--- src/rtl/ddr2_data_read_0_pkg.sv ---
// Shared constants, FSM encoding and FIFO entry sizing for the DDR2 read data path.
`default_nettype none

package ddr2_data_read_0_pkg;

    localparam int RD_LAT_WIDTH = 4;
    localparam int RD_DLY_DEPTH = 16;

    typedef enum logic [0:0] {
        IDLE    = 1'b0,
        CAPTURE = 1'b1
    } rd_state_t;

    // One FIFO entry holds {rise, fall, last}.
    function automatic int fifo_entry_width(input int dq_width);
        return 2 * dq_width + 1;
    endfunction

endpackage

`default_nettype wire

--- src/rtl/ddr2_rd_fifo_0.sv ---
// Synchronous first-word-fall-through FIFO with wrap-bit pointers.
`default_nettype none

module ddr2_rd_fifo_0 #(
    parameter int WIDTH = 33,
    parameter int DEPTH = 16
) (
    input  logic             clk,
    input  logic             reset,
    input  logic             push,
    input  logic [WIDTH-1:0] push_data,
    input  logic             pop,
    output logic [WIDTH-1:0] pop_data,
    output logic             full,
    output logic             empty
);

    localparam int AW = $clog2(DEPTH);

    logic [WIDTH-1:0] mem [DEPTH];
    logic [AW:0]      wr_ptr;
    logic [AW:0]      rd_ptr;
    logic             do_push;
    logic             do_pop;

    assign empty   = (wr_ptr == rd_ptr);
    assign full    = (wr_ptr[AW] != rd_ptr[AW]) && (wr_ptr[AW-1:0] == rd_ptr[AW-1:0]);
    assign do_pop  = pop && !empty;
    // A full FIFO still accepts a word when the head leaves on the same edge.
    assign do_push = push && (!full || do_pop);

    always_ff @(posedge clk or posedge reset) begin
        if (reset) begin
            wr_ptr <= '0;
            rd_ptr <= '0;
        end else begin
            if (do_push) wr_ptr <= wr_ptr + 1'b1;
            if (do_pop)  rd_ptr <= rd_ptr + 1'b1;
        end
    end

    always_ff @(posedge clk) begin
        if (do_push) mem[wr_ptr[AW-1:0]] <= push_data;
    end

    assign pop_data = empty ? '0 : mem[rd_ptr[AW-1:0]];

endmodule

`default_nettype wire

--- src/rtl/ddr2_data_read_0.sv ---
// DDR2 read data path: latency-matched read enable, burst capture FSM, FWFT output FIFO.
// Optional burst counter output rd_burst_cnt when DDR2_RD_STATS_EN is defined.
`default_nettype none

module ddr2_data_read_0
    import ddr2_data_read_0_pkg::*;
#(
    parameter int DQ_WIDTH   = 16,
    parameter int BURST_LEN  = 4,
    parameter int FIFO_DEPTH = 16
) (
    input  logic                    clk,
    input  logic                    reset,
    input  logic                    ctrl_rden,
    input  logic [RD_LAT_WIDTH-1:0] rd_lat,
    input  logic [DQ_WIDTH-1:0]     rd_data_rise,
    input  logic [DQ_WIDTH-1:0]     rd_data_fall,
    input  logic                    user_rd_ready,
    output logic                    user_rd_valid,
    output logic [2*DQ_WIDTH-1:0]   user_rd_data,
    output logic                    user_rd_last,
    output logic                    rd_overflow,
    output logic                    rd_err
`ifdef DDR2_RD_STATS_EN
    ,
    output logic [15:0]             rd_burst_cnt
`endif
);

    localparam int BEATS   = BURST_LEN / 2;
    localparam int BEAT_W  = (BEATS > 1) ? $clog2(BEATS) : 1;
    localparam int ENTRY_W = fifo_entry_width(DQ_WIDTH);
    localparam logic [BEAT_W-1:0] LAST_BEAT = BEAT_W'(BEATS - 1);

    logic [RD_DLY_DEPTH-1:0] rden_dly;
    logic [RD_DLY_DEPTH:0]   rden_taps;
    logic [RD_LAT_WIDTH:0]   tap_sel;
    logic                    rd_start;
    rd_state_t               state;
    logic [BEAT_W-1:0]       beat;
    logic                    capture;
    logic                    final_beat;
    logic                    pop;
    logic                    fifo_full;
    logic                    fifo_empty;
    logic [ENTRY_W-1:0]      fifo_out;

    // rd_start is registered and the FSM adds one more cycle, so tap rd_lat-1
    // puts the first beat at ctrl_rden + rd_lat + 1; rd_lat=0 behaves as 1.
    assign rden_taps = {rden_dly, ctrl_rden};
    assign tap_sel   = (rd_lat == '0) ? '0 : ({1'b0, rd_lat} - 1'b1);

    always_ff @(posedge clk or posedge reset) begin
        if (reset) begin
            rden_dly <= '0;
            rd_start <= 1'b0;
        end else begin
            rden_dly <= {rden_dly[RD_DLY_DEPTH-2:0], ctrl_rden};
            rd_start <= rden_taps[tap_sel];
        end
    end

    assign capture    = (state == CAPTURE);
    assign final_beat = capture && (beat == LAST_BEAT);

    always_ff @(posedge clk or posedge reset) begin
        if (reset) begin
            state  <= IDLE;
            beat   <= '0;
            rd_err <= 1'b0;
        end else begin
            case (state)
                IDLE: begin
                    if (rd_start) begin
                        state <= CAPTURE;
                        beat  <= '0;
                    end
                end
                CAPTURE: begin
                    if (beat == LAST_BEAT) begin
                        beat <= '0;
                        if (!rd_start) state <= IDLE;
                    end else begin
                        beat <= beat + 1'b1;
                        if (rd_start) rd_err <= 1'b1;
                    end
                end
            endcase
        end
    end

    assign pop = user_rd_valid && user_rd_ready;

    always_ff @(posedge clk or posedge reset) begin
        if (reset) begin
            rd_overflow <= 1'b0;
        end else if (capture && fifo_full && !pop) begin
            rd_overflow <= 1'b1;
        end
    end

`ifdef DDR2_RD_STATS_EN
    always_ff @(posedge clk or posedge reset) begin
        if (reset) begin
            rd_burst_cnt <= '0;
        end else if (final_beat) begin
            rd_burst_cnt <= rd_burst_cnt + 16'd1;
        end
    end
`endif

    ddr2_rd_fifo_0 #(
        .WIDTH (ENTRY_W),
        .DEPTH (FIFO_DEPTH)
    ) u_fifo (
        .clk       (clk),
        .reset     (reset),
        .push      (capture),
        .push_data ({rd_data_rise, rd_data_fall, final_beat}),
        .pop       (pop),
        .pop_data  (fifo_out),
        .full      (fifo_full),
        .empty     (fifo_empty)
    );

    assign user_rd_valid = !fifo_empty;
    assign user_rd_data  = fifo_out[ENTRY_W-1:1];
    assign user_rd_last  = fifo_out[0];

endmodule

`default_nettype wire
--- config.mk ---
export PLATFORM = sky130hd
export DESIGN_NAME = ddr2_data_read_0
export DESIGN_NICKNAME = d
export VERILOG_FILES = /design/src/rtl/ddr2_data_read_0_pkg.sv /design/src/rtl/ddr2_rd_fifo_0.sv /design/src/rtl/ddr2_data_read_0.sv
export SDC_FILE = /design/constraint.sdc
export NUM_CORES = 1
export LEC_CHECK = 0
export BUFFER_PORTS_ARGS = -buffer_cell sky130_fd_sc_hd__buf_2
export CORE_ASPECT_RATIO = 0.8
export CORE_MARGIN = 2
export CORE_UTILIZATION = 39
export CTS_CLUSTER_DIAMETER = 150
export DETAILED_ROUTE_END_ITERATION = 10
export HOLD_SLACK_MARGIN = 0.06
export PLACE_DENSITY = 0.58
export SLEW_MARGIN = 25
export SYNTH_ARGS = -nofsm -noshare
export SYNTH_HDL_FRONTEND = slang
export SYNTH_HIERARCHICAL = 1
export SYNTH_SLANG_ARGS = --single-unit
--- constraint.sdc ---
create_clock -name clk -period 8.1 [get_ports clk]
set_clock_uncertainty 0.1 [all_clocks]
set_input_delay 1.215 -clock clk [delete_from_list [all_inputs] [get_ports clk]]
set_output_delay 1.215 -clock clk [all_outputs]
set_load 0.02 [all_outputs]
==> results of run 1 <==
==> critical path: stages (launching register included) <==
cell and delay [ns]:
dfrtp_4 0.95, buf_12 0.55, mux4_2 0.58, a22oi_1 0.37
a21oi_1 0.20, buf_2 0.20
==> how the worst max path moves through the flow <==
| stage | start | to | slack, ns | cells after the start |
|---|---|---|---|---|
| 4_1_cts | u_fifo/rd_ptr[0]$_DFFE_PP0P_ | user_rd_data[30] | 3.11 | 5 |
| 3_3_place_gp | u_fifo/rd_ptr[0]$_DFFE_PP0P_ | u_fifo/mem[4][19]$_DFFE_PP_ | 3.70 | 7 |
| 2_1_floorplan | user_rd_ready | u_fifo/mem[3][0]$_DFFE_PP_ | 3.49 | 3 |
| 5_1_grt | u_fifo/rd_ptr[0]$_DFFE_PP0P_ | user_rd_data[30] | 2.94 | 5 |
| 6_report | u_fifo/rd_ptr[0]$_DFFE_PP0P_ | user_rd_data[30] | 3.20 | 5 |
| 3_5_place_dp | u_fifo/rd_ptr[0]$_DFFE_PP0P_ | u_fifo/mem[13][24]$_DFFE_PP_ | 3.54 | 8 |
==> cell families after synthesis <==
| group | after synthesis |
|---|---|
| AO/OA/AOI/OAI | 121 |
| buffers and inverters | 62 |
| flip-flops | 558 |
| AND/OR/NAND/NOR | 51 |
| multiplexers | 138 |
| adder cells (fa/ha/maj) | 6 |
| XOR/XNOR | 13 |
==> cell usage in the layout (no fill, tap or decap), types with 5 or more instances in the layout <==
master / instances
a21oi_1: 41
a22oi_1: 66
and3_2: 5
and3_4: 7
buf_16: 5
buf_2: 75
buf_4: 10
bufinv_16: 6
clkbuf_1: 15
clkbuf_16: 56
clkinv_1: 10
clkinv_2: 10
dfrtp_1: 28
edfxtp_1: 528
ha_1: 6
inv_1: 8
mux4_2: 132
nand2_1: 5
nand2b_1: 7
nor2_1: 5
nor2b_4: 6
xnor2_1: 9
==> state kept, by name, indices dropped and copies added (netlist names) <==
name,count
beat,1
capture,1
rd_err,1
rd_overflow,1
rd_start,1
rden_dly,15
u_fifo/mem,528
u_fifo/rd_ptr,5
u_fifo/wr_ptr,5
==> metrics by stage <==
step | worst slack (ns) | utilization | instances
after CTS | 3.11 | 0.452 | 1789
after global routing | 2.94 | 0.452 | 1789
after global placement | 3.70 | 0.416 | 1683
after detailed placement | 3.54 | 0.419 | 1688
after floorplan | 3.49 | - | 949
final | 3.20 | 0.452 | 1789
==> power breakdown <==
group | internal [mW] | switching (mW)
Sequential | 3.65 | 0.235
Clock | 1.46 | 1.05
Combinational | 1.17 | 1.65
Total | 6.28 | 2.93
==> layout make-up <==
type | instances | area (um^2)
clock inverter | 30 | 299
timing repair buffer | 91 | 608
fill | 4470 | 29600
tap | 702 | 878
sequential | 558 | 16600
inverter | 8 | 30.0
clock buffer | 71 | 1460
multi-input combinational | 329 | 4460
==> layer usage <==
metal  up-vias  GRT usage
met5         -          0
met2       300      0.248
li1       4211          -
met4         0     0.0329
met3        55     0.0378
met1      5350      0.252
==> impl_metrics.yaml, run 1 <==
run_status:
  outcome: "complete, no violations"
global_routing:
  gr-total-overflow: 0
  gr-usage-all-layers: 0.166
  grt_start_max_net_pins: 72
  grt_pass1_vias: 10200
  grt_pass1_wl_um: 68300
  antenna_found_initial: 0
cts:
  cts_setup_buffers: 0
  clock-sinks: 558
  cts_tree: "built"
  ctsResizeCount: 0
  holdBufCountCts: 0
  cts_root_buf: "clkbuf_16"
  path_clk_slew_ns: 0.06
  clk_path_buf_depth: 3
  numCtsBuffers: 54
  clock_latency_ns: 0.60
  htree_levels: 2
critical_path:
  required_ns: 6.78
  reg2reg_slack_ns: 3.68
  startpoint_type: "flip-flop"
  critical_path.endpoint_type: "primary output"
  worstPathArrival_ns: 3.59
  timing.rr.end: "u_fifo/mem[13][3]$_DFFE_PP_"
  r2r_cells: 8
  setup.worst_path.class: "flip-flop to primary output"
  cp_max_fo: 71
  r2r-start: "u_fifo/rd_ptr[0]$_DFFE_PP0P_"
floorplan:
  die_w_um: 265
  pin_count: 76
  start_util: 0.395
  fp.dieH_um: 213
  dieArea_um2: 56500
  rows: 76
  coreArea_um2: 53900
sta:
  rsz0062_at_grt: "no"
  max_slew.worst_pin.slew_ns: 1.01
  period_share: 0.605
  hold_viol: 0
  slew_headroom: 0.326
  post-route-min-period_ns: 4.90
  report.final.slew_viol_count: 0
  finalSetupViolations: 0
  tns_ns: 0
  holdWs_ns: 0.274
  max_freq_mhz: 204
worst_hold_path:
  hold_depth: 0
  hold_class: "flip-flop to flip-flop"
  worstHoldStart: "rden_dly[5]$_DFF_PP0_"
  worst_hold_path.endpoint: "rden_dly[6]$_DFF_PP0_"
placement:
  place.gp.congestion: 0.713
  place_area_um2: 22600
  post-dp-hpwl_um: 25300
  port_buffers: 75
logic_synthesis:
  ys_top_cells_by_count: "528 x edfxtp_1, 132 x mux4_2, 66 x a22oi_1"
  synth-seq-cells: 558
  synthMostInstantiatedCell: "edfxtp_1"
  synthSimpleGateAreaFrac: 0.0149
  syn_area_um2: 21300
  yosys.area.top_type: "edfxtp_1"
  synth-edff-count: 528
  avgSynthCellArea_um2: 22.4
  ys.flop_type: "edfxtp_1"
  synth_top_area_share: 0.744
  async_flop_share: 0.0538
  synth_compound_area_frac: 0.0385
  synth_xor_xnor_area_share: 0.00535
  ys_types: 39
  seq_area_frac_synth: 0.780
  ys_top_cells_by_area: "edfxtp_1 74%, mux4_2 14%, dfrtp_1 3.5%, a22oi_1 2.3%, a21oi_1 0.96%"
  synth_nets: 995
  synth_top_family_by_area: "multiplexers"
  netlist_instances: 949
  muxShareOfSynthArea: 0.143
  synthAdderAreaFrac: 0.00352
  ys_warn_count: 6
power_and_ir_drop:
  power_density_nw_per_um2: 378
  leakagePower_nw: 7.79
  vdd_drop_max_mv: 0.207
  total_power_mw: 9.21
route:
  dr_wl_met2_um: 20600
  first_iter_violations: 838
  vias: 9916
  drt-total-wl_um: 46100
  routed.top_layer: "met4"
  drc: 0
  wl_per_cell_um: 25.8
  firstDrtPassIters: 5
  wl_met3_um: 3140
  ant_nets: 0
  via_per_inst: 5.54
  met1_length_um: 21600
layout:
  final_area_um2: 24300
  drive_above_1_share: 0.305
  syn2layout_area_growth_pct: 14.3
  nets: 1088
  diodes: 0
job:
  cap_violations: 0
(Power assumes the default switching activity.)
==> run 2, diff against run 1 <==
Settings changed: ABC_AREA set to 1.
Clock period 8.1 ns to 4.6 ns, I/O delays scaled along.
==> run 2 against run 1 <==
First-iteration DRC count increased by 44%. Sequential power increased by 70%. Wire length increased by 31%. Design area increased by 14%. Via count increased by 63%. Combinational power increased by 110%. Setup slack got worse by 2.9 ns. Total power increased by 88%. Critical endpoint unchanged. Highest routed layer is now met5.
==> impl_metrics.yaml, run 2 <==
route:
  vias: 16200
  via_per_inst: 4.81
  drc: 0
  wl_per_cell_um: 17.9
  first_iter_violations: 1205
  drt-total-wl_um: 60200
  firstDrtPassIters: 5
  ant_nets: 0
sta:
  max_slew.worst_pin.slew_ns: 1.04
  slew_headroom: 0.305
  period_share: 0.937
  max_freq_mhz: 232
  post-route-min-period_ns: 4.31
  hold_viol: 0
  finalSetupViolations: 0
  rsz0062_at_grt: "no"
  tns_ns: 0
  report.final.slew_viol_count: 0
logic_synthesis:
  synthMostInstantiatedCell: "nand2_1"
  synthSimpleGateAreaFrac: 0.217
  seq_area_frac_synth: 0.679
  synth-seq-cells: 558
  synth_top_area_share: 0.648
  synthAdderAreaFrac: 0.00307
  ys_types: 31
  yosys.area.top_type: "edfxtp_1"
  synth_top_family_by_area: "simple AND/OR/NAND/NOR gates"
  synth_nets: 2458
  netlist_instances: 2412
  async_flop_share: 0.0538
  synth_compound_area_frac: 0.00854
  synth_xor_xnor_area_share: 0.00251
  avgSynthCellArea_um2: 10.1
  syn_area_um2: 24500
  synth-edff-count: 528
  ys.flop_type: "edfxtp_1"
  muxShareOfSynthArea: 0
  ys_top_cells_by_area: "edfxtp_1 65%, nand2_1 15%, inv_1 6.0%, nand3_1 5.8%, dfrtp_1 3.1%"
  ys_warn_count: 6
  ys_top_cells_by_count: "956 x nand2_1, 528 x edfxtp_1, 390 x inv_1"
power_and_ir_drop:
  vdd_drop_max_mv: 0.500
  total_power_mw: 17.3
  power_density_nw_per_um2: 626
  leakagePower_nw: 11.9
global_routing:
  grt_pass1_vias: 15800
  grt_start_max_net_pins: 154
  gr-usage-all-layers: 0.186
  gr-total-overflow: 0
  antenna_found_initial: 1
  grt_pass1_wl_um: 92900
layout:
  layout_common_cells: "956 x nand2_1, 528 x edfxtp_1, 390 x inv_1, 284 x nand3_1, 75 x buf_2"
  final_common_cell: "nand2_1"
  diodes: 0
  syn2layout_area_growth_pct: 13.1
  nets: 2523
  fin_cells: 3360
  drive_above_1_share: 0.0944
  largest_register_ffs: 528
floorplan:
  start_util: 0.392
  coreArea_um2: 62400
  dieArea_um2: 64800
  pin_count: 76
  fp.dieH_um: 228
  die_w_um: 284
  rows: 82
placement:
  place_inst: 3257
  post-dp-hpwl_um: 32700
  port_buffers: 75
  place.gp.congestion: 0.756
run_status:
  outcome: "complete, no violations"
cts:
  htree_levels: 2
  path_clk_slew_ns: 0.06
  clk_path_buf_depth: 3
  cts_root_buf: "clkbuf_16"
  clock-sinks: 558
  ctsResizeCount: 0
  cts_setup_buffers: 0
  cts_tree: "built"
  numCtsBuffers: 57
  clock_latency_ns: 0.62
critical_path:
  cp_max_fo: 34
  critical_path.endpoint_type: "primary output"
  worstPathArrival_ns: 3.52
  required_ns: 3.81
  setup.worst_path.class: "flip-flop to primary output"
  startpoint_type: "flip-flop"
worst_hold_path:
  hold_class: "input port to flip-flop"
job:
  cap_violations: 0
run 2: cell types whose count changed after synthesis, moves of 12 or more:
| cell | before | now |
|---|---|---|
| a22oi_1 | 66 | 0 |
| and3_1 | 12 | 0 |
| buf_2 | 24 | 47 |
| buf_4 | 2 | 15 |
| buf_6 | 8 | 23 |
| inv_1 | 8 | 390 |
| mux4_2 | 132 | 0 |
| nand2_1 | 5 | 956 |
| nand3_1 | 0 | 284 |
| nor2_1 | 6 | 31 |
run 2: final timing paths:
path                                                end  slack, ns  depth (start not counted)                    startpoint
max reg2reg                u_fifo/mem[13][32]$_DFFE_PP_       1.13                         11  u_fifo/rd_ptr[1]$_DFFE_PP0P_
max in group asynchronous             capture$_DFF_PP0_       3.18                          3                         reset
min                               rden_dly[0]$_DFF_PP0_       0.11                          1                     ctrl_rden
min reg2reg                       rden_dly[7]$_DFF_PP0_       0.27                          0         rden_dly[6]$_DFF_PP0_
max                                    user_rd_data[30]       0.29                          8  u_fifo/rd_ptr[2]$_DFFE_PP0P_
min in group asynchronous  u_fifo/rd_ptr[2]$_DFFE_PP0P_       0.56                          3                         reset
run 2: what timing repair did:
| item | in CTS | in global routing |
|---|---|---|
| setup endpoints to repair | 0 | 0 |
| hold buffers | 1 | 0 |
| endpoints found under the hold margin | 10 | 0 |
run 2: cells by family (layout without fill, tap and decap cells):
family	Yosys count	in the layout
flip-flops	558	558
buffers and inverters	509	617
XOR/XNOR	7	7
AO/OA/AOI/OAI	40	40
AND/OR/NAND/NOR	1292	1292
adder cells (fa/ha/maj)	6	6
run 2: power by group:
group,internal (mW),switching [mW],leakage (nW)
Sequential,6.29,0.299,5.13
Combinational,1.64,4.33,5.87
Clock,2.85,1.92,0.941
run 2: through the flow:
| stage | area [um^2] | hold WS, ns | util | setup WS [ns] |
|---|---|---|---|---|
| after global placement | 25700 | 0.258 | 0.412 | 0.936 |
| final | 27700 | 0.108 | 0.443 | 0.289 |
| after detailed placement | 25700 | 0.257 | 0.413 | 0.948 |
| after CTS | 27700 | 0.0737 | 0.443 | 0.277 |
| after global routing | 27700 | 0.0943 | 0.443 | 0.143 |
| after floorplan | 24500 | 0.245 | - | 0.951 |
run 2: cell type report:
| type | instances | area, um^2 |
|---|---|---|
| multi-input cells | 1345 | 5780 |
| well taps | 840 | 1050 |
| clock buffers | 67 | 1490 |
| repair buffers | 117 | 797 |
| fillers | 5800 | 34700 |
| clock inverters | 35 | 434 |
| inverters | 398 | 1500 |
| flip-flops and latches | 558 | 16600 |
run 2: worst max-delay path, stage by stage (launching register included):
cell and delay (ns):
dfrtp_2 0.62, buf_4 0.52, nand2_1 0.12, inv_2 0.74, nand2_1 0.11, nand2_1 0.10, inv_1 0.04, a21oi_1 0.35
buf_2 0.25
run 2: routing by layer:
layer,vias up,part of all wire,track usage
li1,7802,-,-
met1,7912,0.46,0.261
met2,390,0.47,0.304
met3,68,0.051,0.0277
met4,2,0.017,0.0456
met5,-,0.00018,0
==> run 3, diff against run 2 <==
==> constraint.sdc (replaced) <==
create_clock -name clk -period 4.25 [get_ports clk]
set_clock_uncertainty 0.1 [all_clocks]
set_input_delay 0 -clock clk [delete_from_list [all_inputs] [get_ports clk]]
set_output_delay 0 -clock clk [all_outputs]
set_load 0.02 [all_outputs]
==> run 3 against run 2 <==
Wire length shrank 1.6%. Design area up 1.2%. Sequential share of layout area decreased by 0.70 points. Hold slack gained 0.12 ns. Die area did not move. Critical path depth increased by 2.
==> impl_metrics.yaml, run 3 (synthesis gave the netlist of run 2 again) <==
route:
  wl_per_cell_um: 17.4
  vias: 16200
  firstDrtPassIters: 5
  drc: 0
  drt-total-wl_um: 59200
  via_per_inst: 4.76
  first_iter_violations: 1202
  ant_nets: 0
sta:
  slew_headroom: 0.314
  hold_viol: 0
  period_share: 0.891
  tns_ns: 0
  post-route-min-period_ns: 3.79
  max_freq_mhz: 264
  finalSetupViolations: 0
  fin_ws_ns: 0.461
  report.final.slew_viol_count: 0
  rsz0062_at_grt: "no"
  max_slew.worst_pin.slew_ns: 1.03
global_routing:
  grt_pass1_wl_um: 92400
  antenna_found_initial: 0
  grt_pass1_vias: 15800
  grt_start_max_net_pins: 98
  gr-usage-all-layers: 0.183
  gr-total-overflow: 0
placement:
  place.gp.congestion: 0.785
  port_buffers: 75
  pre_cts_slack_ns: 0.941
  post-dp-hpwl_um: 32600
cts:
  clock_latency_ns: 0.62
  cts_root_buf: "clkbuf_16"
  htree_levels: 2
  cts_tree: "built"
  clock-sinks: 558
  clk_path_buf_depth: 3
  path_clk_slew_ns: 0.07
  numCtsBuffers: 56
  cts_setup_buffers: 0
floorplan:
  pin_count: 76
  coreArea_um2: 62400
  dieArea_um2: 64800
  start_util: 0.392
  rows: 82
  die_w_um: 284
  fp.dieH_um: 228
layout:
  layout_common_cells: "956 x nand2_1, 528 x edfxtp_1, 390 x inv_1, 284 x nand3_1, 75 x buf_2"
  largest_register_ffs: 528
  syn2layout_area_growth_pct: 14.4
  nets: 2568
  final_common_cell: "nand2_1"
  drive_above_1_share: 0.0951
critical_path:
  timing.rr.end: "u_fifo/mem[0][32]$_DFFE_PP_"
  critical_path.endpoint_type: "primary output"
  worstPathArrival_ns: 3.69
  slowest_delay_ns: 0.86
  path_common_cell: "nand2_1"
  cp_max_fo: 73
  startpoint_type: "flip-flop"
  reg2reg_slack_ns: 0.93
  worst-path-buf-inv: 5
  r2r-start: "u_fifo/rd_ptr[0]$_DFFE_PP0P_"
  path_cells: "inv_4 -> buf_4 -> buf_4 -> nand3_1 -> nand2_1 -> nand2_1 -> nand2_1 -> inv_1 -> a21oi_1 -> buf_2"
  cpMaxStageDelayCell: "buf_4"
  required_ns: 4.15
  r2r_cells: 13
  setup.worst_path.class: "flip-flop to primary output"
  cpLargestDelayFamily: "buffers and inverters"
  crit_path_start: "u_fifo/rd_ptr[1]$_DFFE_PP0P_"
power_and_ir_drop:
  leakagePower_nw: 12.1
  vdd_drop_max_mv: 0.564
  power_density_nw_per_um2: 660
run_status:
  outcome: "complete, no violations"
worst_hold_path:
  hold_class: "input port to flip-flop"
  hold_depth: 2
  worstHoldStart: "rd_data_fall[11]"
  worst_hold_path.endpoint: "u_fifo/mem[9][12]$_DFFE_PP_"
job:
  cap_violations: 0
[run 3: worst max path at each step]
stage / endpoint / slack, ns / cells past startpoint
detailed placement: user_rd_data[17] / 0.94 / 9
global placement: user_rd_data[13] / 0.89 / 9
CTS: user_rd_data[13] / 0.29 / 9
floorplan: u_fifo/mem[10][0]$_DFFE_PP_ / 0.60 / 14
finish: user_rd_data[5] / 0.46 / 10
global route: user_rd_data[13] / 0.24 / 9
[run 3: area by class of cell]
class	instances	area [um^2]
fillers	5968	34400
diodes	1	2.50
flip-flops and latches	558	16600
clock inverters	31	328
repair buffers	163	1240
clock buffers	71	1480
well taps	840	1050
multi-input cells	1345	5780
inverters	398	1500
[run 3: power breakdown]
part	internal [mW]	switching (mW)	leakage [nW]
combinational	1.83	4.68	6.06
sequential	6.81	0.272	5.13
clock	2.82	2.08	0.875
[run 3: per-layer routing]
layer,vias to the layer above,GRT usage,wire length (um)
met5,-,0,0
met4,0,0.0375,842
met3,68,0.0286,3230
met2,395,0.300,27400
met1,7847,0.260,27700
li1,7894,-,-
[run 3: per-stage QoR]
stage	total power [mW]	cells	utilization	cell area (um^2)	hold WS, ns
after CTS	18.7	3405	0.448	28000	0.201
after global routing	19.6	3406	0.449	28000	0.228
after floorplan	11.7	2412	-	24500	-0.260
final	18.5	3407	0.449	28000	0.225
after detailed placement	13.7	3261	0.413	25700	-0.0383
after global placement	13.6	3261	0.413	25700	-0.0335
[run 3: repair_timing]
action / in CTS / in global routing
endpoints found under the setup margin: 0 / 1
hold buffers: 42 / 0
resized for setup: 0 / 1
endpoints found under the hold margin: 555 / 0
